[src/rtl/riscv_lsu_pkg.sv]
// Shared definitions for the load-store unit: access-size codes, FSM states
// and the lane helpers used to build byte enables and store data.
package riscv_lsu_pkg;

    localparam logic [2:0] LDST_B  = 3'd0;
    localparam logic [2:0] LDST_H  = 3'd1;
    localparam logic [2:0] LDST_W  = 3'd2;
    localparam logic [2:0] LDST_BU = 3'd4;
    localparam logic [2:0] LDST_HU = 3'd5;

    typedef enum logic {
        IDLE = 1'b0,
        WAIT = 1'b1
    } lsu_state_t;

    // Misaligned halves/words are truncated onto their natural lanes.
    function automatic logic [3:0] byte_en(input logic [2:0] size, input logic [1:0] off);
        case (size)
            LDST_B, LDST_BU: byte_en = 4'b0001 << off;
            LDST_H, LDST_HU: byte_en = 4'b0011 << {off[1], 1'b0};
            LDST_W:          byte_en = 4'b1111;
            default:         byte_en = 4'b0000;
        endcase
    endfunction

    function automatic logic [31:0] store_data(input logic [2:0] size, input logic [31:0] wd);
        case (size)
            LDST_B, LDST_BU: store_data = {4{wd[7:0]}};
            LDST_H, LDST_HU: store_data = {2{wd[15:0]}};
            default:         store_data = wd;
        endcase
    endfunction

endpackage

[src/rtl/riscv_lsu_load_extract.sv]
// Picks the addressed byte/half out of a memory word and sign- or
// zero-extends it according to the load size.
module lsu_load_extract
    import riscv_lsu_pkg::*;
(
    input  logic [31:0] rd_word,
    input  logic [2:0]  size,
    input  logic [1:0]  offset,
    output logic [31:0] rd_data
);

    logic [7:0]  byte_sel;
    logic [15:0] half_sel;

    always_comb begin
        case (offset)
            2'd0:    byte_sel = rd_word[7:0];
            2'd1:    byte_sel = rd_word[15:8];
            2'd2:    byte_sel = rd_word[23:16];
            default: byte_sel = rd_word[31:24];
        endcase
        half_sel = offset[1] ? rd_word[31:16] : rd_word[15:0];

        case (size)
            LDST_B:  rd_data = {{24{byte_sel[7]}}, byte_sel};
            LDST_BU: rd_data = {24'd0, byte_sel};
            LDST_H:  rd_data = {{16{half_sel[15]}}, half_sel};
            LDST_HU: rd_data = {16'd0, half_sel};
            LDST_W:  rd_data = rd_word;
            default: rd_data = 32'd0;
        endcase
    end

endmodule

[src/rtl/riscv_lsu.sv]
// Load-store unit: turns one core access into a word-aligned memory transaction,
// stalls the core until ready (or watchdog timeout). Optional LSU_MISALIGN_EN.
//
// state | meaning
// IDLE  | no access outstanding; a core request is issued and stalled this cycle
// WAIT  | access issued, holding mem_req_o until mem_ready_i or watchdog expiry
module riscv_lsu
    import riscv_lsu_pkg::*;
#(
    parameter int TIMEOUT_CYCLES = 16
) (
    input  logic        clk_i,
    input  logic        rst_i,
    input  logic        core_req_i,
    input  logic        core_we_i,
    input  logic [2:0]  core_size_i,
    input  logic [31:0] core_addr_i,
    input  logic [31:0] core_wd_i,
    output logic [31:0] core_rd_o,
    output logic        core_stall_o,
    output logic        bus_err_o,
`ifdef LSU_MISALIGN_EN
    output logic        misalign_o,
`endif
    output logic        mem_req_o,
    output logic        mem_we_o,
    output logic [3:0]  mem_be_o,
    output logic [31:0] mem_addr_o,
    output logic [31:0] mem_wd_o,
    input  logic [31:0] mem_rd_i,
    input  logic        mem_ready_i
);

    localparam int CW = (TIMEOUT_CYCLES > 0) ? $clog2(TIMEOUT_CYCLES + 1) : 1;
    localparam logic [CW-1:0] TIMEOUT_VAL = CW'(TIMEOUT_CYCLES);

    lsu_state_t     state;
    logic [CW-1:0]  wait_cnt;
    logic           held_we;
    logic [2:0]     held_size;
    logic [31:0]    held_addr;
    logic [31:0]    held_wd;

    logic           busy;
    logic           misaligned;
    logic           accept;
    logic           timeout;
    logic           cur_we;
    logic [2:0]     cur_size;
    logic [31:0]    cur_addr;
    logic [31:0]    cur_wd;
    logic [31:0]    load_data;

    assign busy = (state == WAIT);

`ifdef LSU_MISALIGN_EN
    assign misaligned = (((core_size_i == LDST_H) || (core_size_i == LDST_HU)) && core_addr_i[0]) ||
                        ((core_size_i == LDST_W) && (core_addr_i[1:0] != 2'b00));
    assign misalign_o = ~rst_i & ~busy & core_req_i & misaligned;
`else
    assign misaligned = 1'b0;
`endif

    assign accept  = ~rst_i & ~busy & core_req_i & ~misaligned;
    // Ready wins over the watchdog if both land in the same cycle.
    assign timeout = busy & ~mem_ready_i & (TIMEOUT_CYCLES != 0) & (wait_cnt == TIMEOUT_VAL);

    // The issue cycle uses the live request; WAIT uses the captured copy so an
    // illegally dropped request still completes cleanly.
    assign cur_we   = busy ? held_we   : core_we_i;
    assign cur_size = busy ? held_size : core_size_i;
    assign cur_addr = busy ? held_addr : core_addr_i;
    assign cur_wd   = busy ? held_wd   : core_wd_i;

    assign mem_req_o    = accept | busy;
    assign mem_we_o     = mem_req_o & cur_we;
    assign mem_addr_o   = {cur_addr[31:2], 2'b00};
    assign mem_be_o     = byte_en(cur_size, cur_addr[1:0]);
    assign mem_wd_o     = store_data(cur_size, cur_wd);
    assign core_stall_o = accept | (busy & ~mem_ready_i & ~timeout);
    assign bus_err_o    = timeout;

    lsu_load_extract u_extract (
        .rd_word (mem_rd_i),
        .size    (held_size),
        .offset  (held_addr[1:0]),
        .rd_data (load_data)
    );

    assign core_rd_o = timeout ? 32'd0 : load_data;

    always_ff @(posedge clk_i or posedge rst_i) begin
        if (rst_i) begin
            state     <= IDLE;
            wait_cnt  <= '0;
            held_we   <= 1'b0;
            held_size <= 3'd0;
            held_addr <= 32'd0;
            held_wd   <= 32'd0;
        end else begin
            case (state)
                IDLE: begin
                    if (accept) begin
                        state     <= WAIT;
                        wait_cnt  <= '0;
                        held_we   <= core_we_i;
                        held_size <= core_size_i;
                        held_addr <= core_addr_i;
                        held_wd   <= core_wd_i;
                    end
                end
                WAIT: begin
                    if (mem_ready_i || timeout) begin
                        state    <= IDLE;
                        wait_cnt <= '0;
                    end else if (TIMEOUT_CYCLES > 0) begin
                        wait_cnt <= wait_cnt + CW'(1);
                    end
                end
                default: state <= IDLE;
            endcase
        end
    end

endmodule

[config.mk]
export PLATFORM = sky130hd
export DESIGN_NAME = riscv_lsu
export DESIGN_NICKNAME = d
export VERILOG_FILES = /design/src/rtl/riscv_lsu_pkg.sv /design/src/rtl/riscv_lsu_load_extract.sv /design/src/rtl/riscv_lsu.sv
export SDC_FILE = /design/constraint.sdc
export NUM_CORES = 1
export LEC_CHECK = 0
export CORE_UTILIZATION = 30
export CTS_BUF_LIST = sky130_fd_sc_hd__clkbuf_8
export DETAILED_ROUTE_END_ITERATION = 10
export PLACE_DENSITY = 0.61
export REMOVE_ABC_BUFFERS = 1
export SETUP_SLACK_MARGIN = 0.2
export SLEW_MARGIN = 0
export SYNTH_ARGS = -nofsm -noshare
export SYNTH_HDL_FRONTEND = slang
export SYNTH_SLANG_ARGS = --single-unit
[constraint.sdc]
create_clock -name clk_i -period 2.6 [get_ports clk_i]
set_input_delay 0.39 -clock clk_i [delete_from_list [all_inputs] [get_ports clk_i]]
set_output_delay 0.39 -clock clk_i [all_outputs]
set_load 0.02 [all_outputs]
==> results of run 1 <==
timing repair:
action                     in CTS  in global routing
hold buffers                    0                  0
cloned                          1                  5
setup endpoints to repair     102                 65
pin swaps                       1                  4
resized for setup             251                106
buffers inserted                9                  7
cell type report:
type | instances | share of cell area (%)
Clock buffer | 10 | 1.74
Timing Repair Buffer | 269 | 31.6
Sequential cell | 74 | 23.5
Multi-Input combinational cell | 338 | 38.1
Tap cell | 216 | 3.41
Inverter | 12 | 0.584
Clock inverter | 6 | 1.03
through the flow:
step	power (mW)	hold WS [ns]
after floorplan	2.99	0.452
after global placement	4.18	0.463
after detailed placement	4.23	0.473
after CTS	5.17	0.467
after global routing	5.58	0.506
final	5.28	0.444
flip-flops by register name, summed over array words and instances (netlist names):
name,flops
held_addr,32
held_wd,32
wait_cnt,5
held_size,3
busy,1
held_we,1
worst paths after layout:
check / depth (start not counted) / slack, ns / from / endpoint
max in group asynchronous: 3 / 1.78 / rst_i / held_addr[0]$_DFFE_PP0P_
worst min register to register: 1 / 0.49 / held_addr[19]$_DFFE_PP0P_ / held_addr[19]$_DFFE_PP0P_
min in group clk_i: 3 / 0.48 / core_size_i[0] / held_size[0]$_DFFE_PP0P_
worst max register to register: 5 / 0.58 / busy$_DFF_PP0_ / held_wd[11]$_DFFE_PP0P_
worst min-delay path: 3 / 0.44 / rst_i / held_addr[14]$_DFFE_PP0P_
worst max-delay path: 5 / 0.20 / held_size[0]$_DFFE_PP0P_ / mem_be_o[2]
kinds of logic after synthesis:
group	after synthesis
AO/OA/AOI/OAI	97
adder cells (fa/ha/maj)	2
buffers and inverters	49
flip-flops	74
multiplexers	148
other	1
AND/OR/NAND/NOR	89
cell usage in the layout (no fill, tap or decap), types with 3 or more instances in the layout:
master           count
nand2_1             26
buf_4               55
o221ai_1             3
clkbuf_8            10
clkinv_2             3
a31oi_1              3
o221ai_2             3
a21oi_1             40
nor2_4               3
mux4_2               3
nor2_1              30
a221oi_2             7
mux2_2              99
o21ai_0             14
mux2i_1             34
inv_1               11
clkbuf_16            3
dfrtp_1             69
buf_6               12
dlymetal6s2s_1       5
mux2_1               6
buf_12              10
buf_2               28
nand2b_1             4
clkdlybuf4s50_1    111
dlygate4sd2_1       29
nor3_1               5
clkbuf_2            14
mux4_1               4
a22oi_1              8
dfrtp_2              4
metal layers:
| layer | vias up | wire (um) | track usage, % |
|---|---|---|---|
| met2 | 186 | 7800 | 31.2 |
| met5 | - | 0 | 0 |
| met3 | 18 | 1390 | 5.86 |
| li1 | 2187 | - | - |
| met1 | 2274 | 6780 | 21.8 |
| met4 | 0 | 221 | 5.68 |
worst reg2reg max path, stage by stage, from the launching register on:
cell and delay [ns]:
dfrtp_4 0.53, buf_4 0.16, bufbuf_16 0.28, nor2_4 0.15, buf_12 0.34, mux2_2 0.44
power groups by stage:
stage                     Sequential, mW  Clock [mW]  Combinational, mW
final                               1.56       0.989               2.73
after global routing                1.60        1.07               2.91
after CTS                           1.56        1.03               2.59
after detailed placement            1.59           0               2.64
after global placement              1.58           0               2.60
after floorplan                     1.59           0               1.40
==> flow_metrics.tcl, run 1 <==
set metrics [dict create \
    synth_xor_area_share_pct 0 \
    worst_slack_ns 0.201 \
    ys_ff_latch 74 \
    grt_setup_unrepaired "yes" \
    setup_viol 0 \
    p_comb_share_pct 51.7 \
    crit_path_cell_trace "nor2b_2 -> a21oi_4 -> and2_1 -> o21ai_0 -> clkbuf_2" \
    core-area_sq_um 15900 \
    cts_buffers 9 \
    critPathSlowestCell "dfrtp_2" \
    drc 0 \
    hold_viol_final 0 \
    critPathMaxFanout 11 \
    synthTopCellsByCount "mux2_2, dfrtp_1, a21oi_1, mux2i_1, nor2_1" \
    synth_compound_area_share_pct 12.9 \
    clkPwrFrac_pct 18.7 \
    min_path_type "input port to asynchronous set/reset pin" \
    async_reset_ff_share_pct 100 \
    swShare_pct 37.6 \
    synthAdderAreaFrac_pct 0.509 \
    nets 810 \
    vdd_drop_max_uv 289 \
    dieArea_sq_um 16900 \
    grt_pass1_vias 4666 \
    cts_root_buf "clkbuf_8" \
    htreeDepth 3 \
    layout-drive-gt1-share_pct 40.6 \
    dp_cells 887 \
    p_leak_nw 3.44 \
    critPathMaxStageDelay_ns 0.51 \
    slew_viol_final 0 \
    start_util_pct 30.8 \
    via_per_inst 5.04 \
    yosysMostFrequentCell "mux2_2" \
    grt_pass1_wl_mm 23.9 \
    clockBufferDepth 2 \
    clk_pin_slew_ns 0.08 \
    synth_mux_area_share_pct 35.1 \
    dp.final_hpwl_mm 11.1 \
    syn_area_sq_um 4920 \
    path_delay_family "compound AO/OA/AOI/OAI gates" \
    wl_mm 16.2 \
    diodes 0 \
    maxCapViolations 0 \
    yosys_warnings 0 \
    die_w_um 130 \
    fmax_mhz 417 \
    yosysTopAreaCell "dfrtp_1" \
    period_needed_ns 2.40 \
    placed_area_sq_um 7450 \
    grt_overflow 0 \
    first_iter_violations 120 \
    synth_edf_count 0 \
    clk_latency_ns 0.35 \
    outcome "finished, final reports clean" \
    first_pass_iters 4 \
    ys_top_cells_by_area "dfrtp_1, mux2_2, mux2i_1" \
    powerDensity_nw_per_um2 666 \
    skew_ns 0.00494 \
    synth_top_family_by_area "multiplexers" \
    synth_cells 460 \
    multi_input_area_sq_um 3020 \
    required_ns 2.21 \
    final_area_sq_um 7930 \
    synth-main-ff-cell "dfrtp_1" \
    grt_usage_pct 18.3 \
    pre_cts_ws_ns -0.287 \
    cp.arrival_ns 2.01 \
    grt_max_degree 75 \
    dieHeight_um 130 \
    register_area_sq_um 1860 \
    cts_tree "built" \
    grt_antenna_before_repair 0 \
    synth_top_area_share_pct 37.7 \
    p_int_mw 3.29 \
    post_synth_and_or_nand_nor_area_fraction_pct 8.55 \
    synth.distinct_cells 46 \
    syn_area_per_cell_sq_um 10.7 \
    place_congestion 0.776 \
    instances_no_fill 925 \
    p_sw_mw 1.99 \
    wl_per_cell_um 17.5 \
    io_buffers 205 \
    fin_crit_sh_pct 92.3 \
    post-route-util_pct 49.7 \
    critPathLaunchType "flip-flop" \
    power_frac_seq_pct 29.6 \
    cts.sinks 74 \
    crit_type "flip-flop to primary output" \
    critPathCaptureType "primary output" \
    pin_count 208 \
    detail-route-antenna-nets 0 \
    num-fill-cells 1482 \
    critPathBufInv 1 \
    std_cell_rows 46 \
    setup_tns_ns 0 \
    syn2layout_area_growth_pct 61.2 \
    ys_seq_area_share_pct 37.7 \
    vias 4665 \
]
(Power assumes the default switching activity.)
==> inputs of run 2 (changes only) <==
- PLACE_DENSITY: 0.61 -> 0.6
==> run 2 against run 1 <==
Net effect: clock skew is 0.00074 ns higher; die area stayed put; sequential share of layout area is 0.086 points lower; cell count is 1.2% higher.
==> flow_metrics.tcl, run 2 (synthesized netlist as in run 1, its figures left out) <==
set metrics [dict create \
    outcome "finished, final reports clean" \
    dp.final_hpwl_mm 11.4 \
    cts_buffers 9 \
    slew_headroom_pct 61.7 \
    crit_type "flip-flop to primary output" \
    clk_latency_ns 0.35 \
    p_sw_mw 2.00 \
    reg2reg_slack_ns 0.72 \
    dp_cells 892 \
    via_per_inst 4.95 \
    place_congestion 0.787 \
    total_power_mw 5.50 \
    r2r_start "busy$_DFF_PP0_" \
    start_util_pct 30.8 \
    fin_crit_sh_pct 92.0 \
    grt_pass1_vias 4750 \
    grt_antenna_before_repair 1 \
    cp.arrival_ns 2.00 \
    std_cell_rows 46 \
    detail-route-antenna-nets 0 \
    power_frac_seq_pct 28.4 \
    clockBufferDepth 2 \
    cts.sinks 74 \
    vias 4631 \
    maxCapViolations 0 \
    most-common-layout-cells "clkdlybuf4s50_1, mux2_2, dfrtp_1, buf_4, a21oi_1" \
    nets 821 \
    first_iter_violations 136 \
    clk_pin_slew_ns 0.08 \
    dieArea_sq_um 16900 \
    cts_root_buf "clkbuf_8" \
    setup_tns_ns 0 \
    critPathBufInv 4 \
    critPathCaptureType "primary output" \
    wl_mm 16.0 \
    p_comb_share_pct 49.3 \
    htreeDepth 3 \
    critPathSlowestCell "dfrtp_2" \
    startpoint "held_addr[1]$_DFFE_PP0P_" \
    diodes 0 \
    worst_pin_slew_ns 0.573 \
    p_leak_nw 3.49 \
    skew_ns 0.00567 \
    required_ns 2.21 \
    powerDensity_nw_per_um2 692 \
    slew_viol_final 0 \
    p_int_mw 3.50 \
    multi_input_area_sq_um 2960 \
    r2r_end "held_wd[3]$_DFFE_PP0P_" \
    dieHeight_um 130 \
    mostFrequentLayoutCell "clkdlybuf4s50_1" \
    grt_setup_unrepaired "yes" \
    die_w_um 130 \
    clkPwrFrac_pct 22.3 \
    critPathMaxFanout 4 \
    hold_viol_final 0 \
    layout-drive-gt1-share_pct 41.1 \
    setup_viol 0 \
    pin_count 208 \
    first_pass_iters 4 \
    period_needed_ns 2.39 \
    instances_no_fill 936 \
    biggestRegsByFlops "held_addr x32, held_wd x32, wait_cnt x5" \
    grt_overflow 0 \
    syn2layout_area_growth_pct 61.7 \
    wl_per_cell_um 17.1 \
    min_path_type "input port to asynchronous set/reset pin" \
    cts_tree "built" \
    swShare_pct 36.4 \
    fmax_mhz 418 \
    critPathMaxStageDelay_ns 0.45 \
    vdd_drop_max_uv 321 \
    register_area_sq_um 1860 \
    crit_top_cell "buf_6" \
    drc 0 \
    num-fill-cells 1483 \
    critPathLaunchType "flip-flop" \
    rr_worst_depth 5 \
    io_buffers 205 \
    hold_buffers 0 \
    crit_path_cell_trace "mux2_4 -> and2_4 -> o21ai_4 -> buf_6 -> buf_6 -> buf_6 -> a21oi_4 -> buf_6" \
    grt_pass1_wl_mm 24.4 \
    core-area_sq_um 15900 \
    path_delay_family "buffers and inverters" \
    grt_max_degree 70 \
    grt_usage_pct 18.6 \
]
==> run 2: cell types whose count changed in the layout (fill, tap and decap cells not counted), moves of 4 or more <==
cell             delta
buf_4               +8
clkdlybuf4s50_1     -5
buf_2              -13
o221ai_1            +5
clkbuf_2           +18
o21ai_0             -4
==> run 2: worst max path at each step <==
stage	end	slack, ns	cells after the start
after floorplan	mem_we_o	-2.78	2
after global placement	mem_wd_o[23]	-0.24	6
after detailed placement	mem_wd_o[23]	-0.25	6
after CTS	core_rd_o[2]	0.04	5
after global routing	core_rd_o[14]	0.14	8
final	core_rd_o[14]	0.21	8
==> run 2: power groups by stage <==
stage	Combinational, mW	Sequential, mW	Clock [mW]
2_1_floorplan	1.40	1.59	0
3_3_place_gp	2.66	1.57	0
3_5_place_dp	2.69	1.58	0
4_1_cts	2.63	1.56	1.27
5_1_grt	2.91	1.60	1.32
6_report	2.71	1.56	1.23
==> run 2: repair_timing <==
| item | in CTS | in global routing |
|---|---|---|
| endpoints found under the setup margin | 102 | 68 |
| pin swaps | 2 | 7 |
| resized for setup | 173 | 163 |
| buffers inserted | 17 | 9 |
| cloned | 1 | 1 |
==> run 2: final cells by class <==
class	instances	area share, %
clock buffer	10	1.73
tap	216	3.40
inverter	12	0.582
clock inverter	6	1.73
timing repair buffer	280	32.0
sequential	74	23.4
multi-input combinational	338	37.2
==> run 2: worst reg2reg max path, cell delays in order, from the launching register on <==
cell     delay (ns)
dfrtp_4        0.54
buf_4          0.16
buf_6          0.15
nor2_4         0.14
buf_12         0.35
mux2_2         0.43
==> run 2: per-stage QoR <==
step / utilization [%] / setup WS, ns / area (sq um) / hold WS [ns]
after floorplan: - / -2.78 / 4710 / 0.452
after global placement: 47.2 / -0.240 / 7520 / 0.468
after detailed placement: 47.2 / -0.252 / 7520 / 0.474
after CTS: 49.7 / 0.0402 / 7920 / 0.436
after global routing: 49.9 / 0.142 / 7950 / 0.469
final: 49.9 / 0.207 / 7950 / 0.429
==> run 2: routing by layer <==
metal	share of wire [%]	vias to the layer above	GRT usage, %
li1	-	2202	-
met3	7.6	19	4.96
met1	41	2220	21.8
met4	1.2	2	5.61
met5	0.081	-	0
met2	50	188	33.2
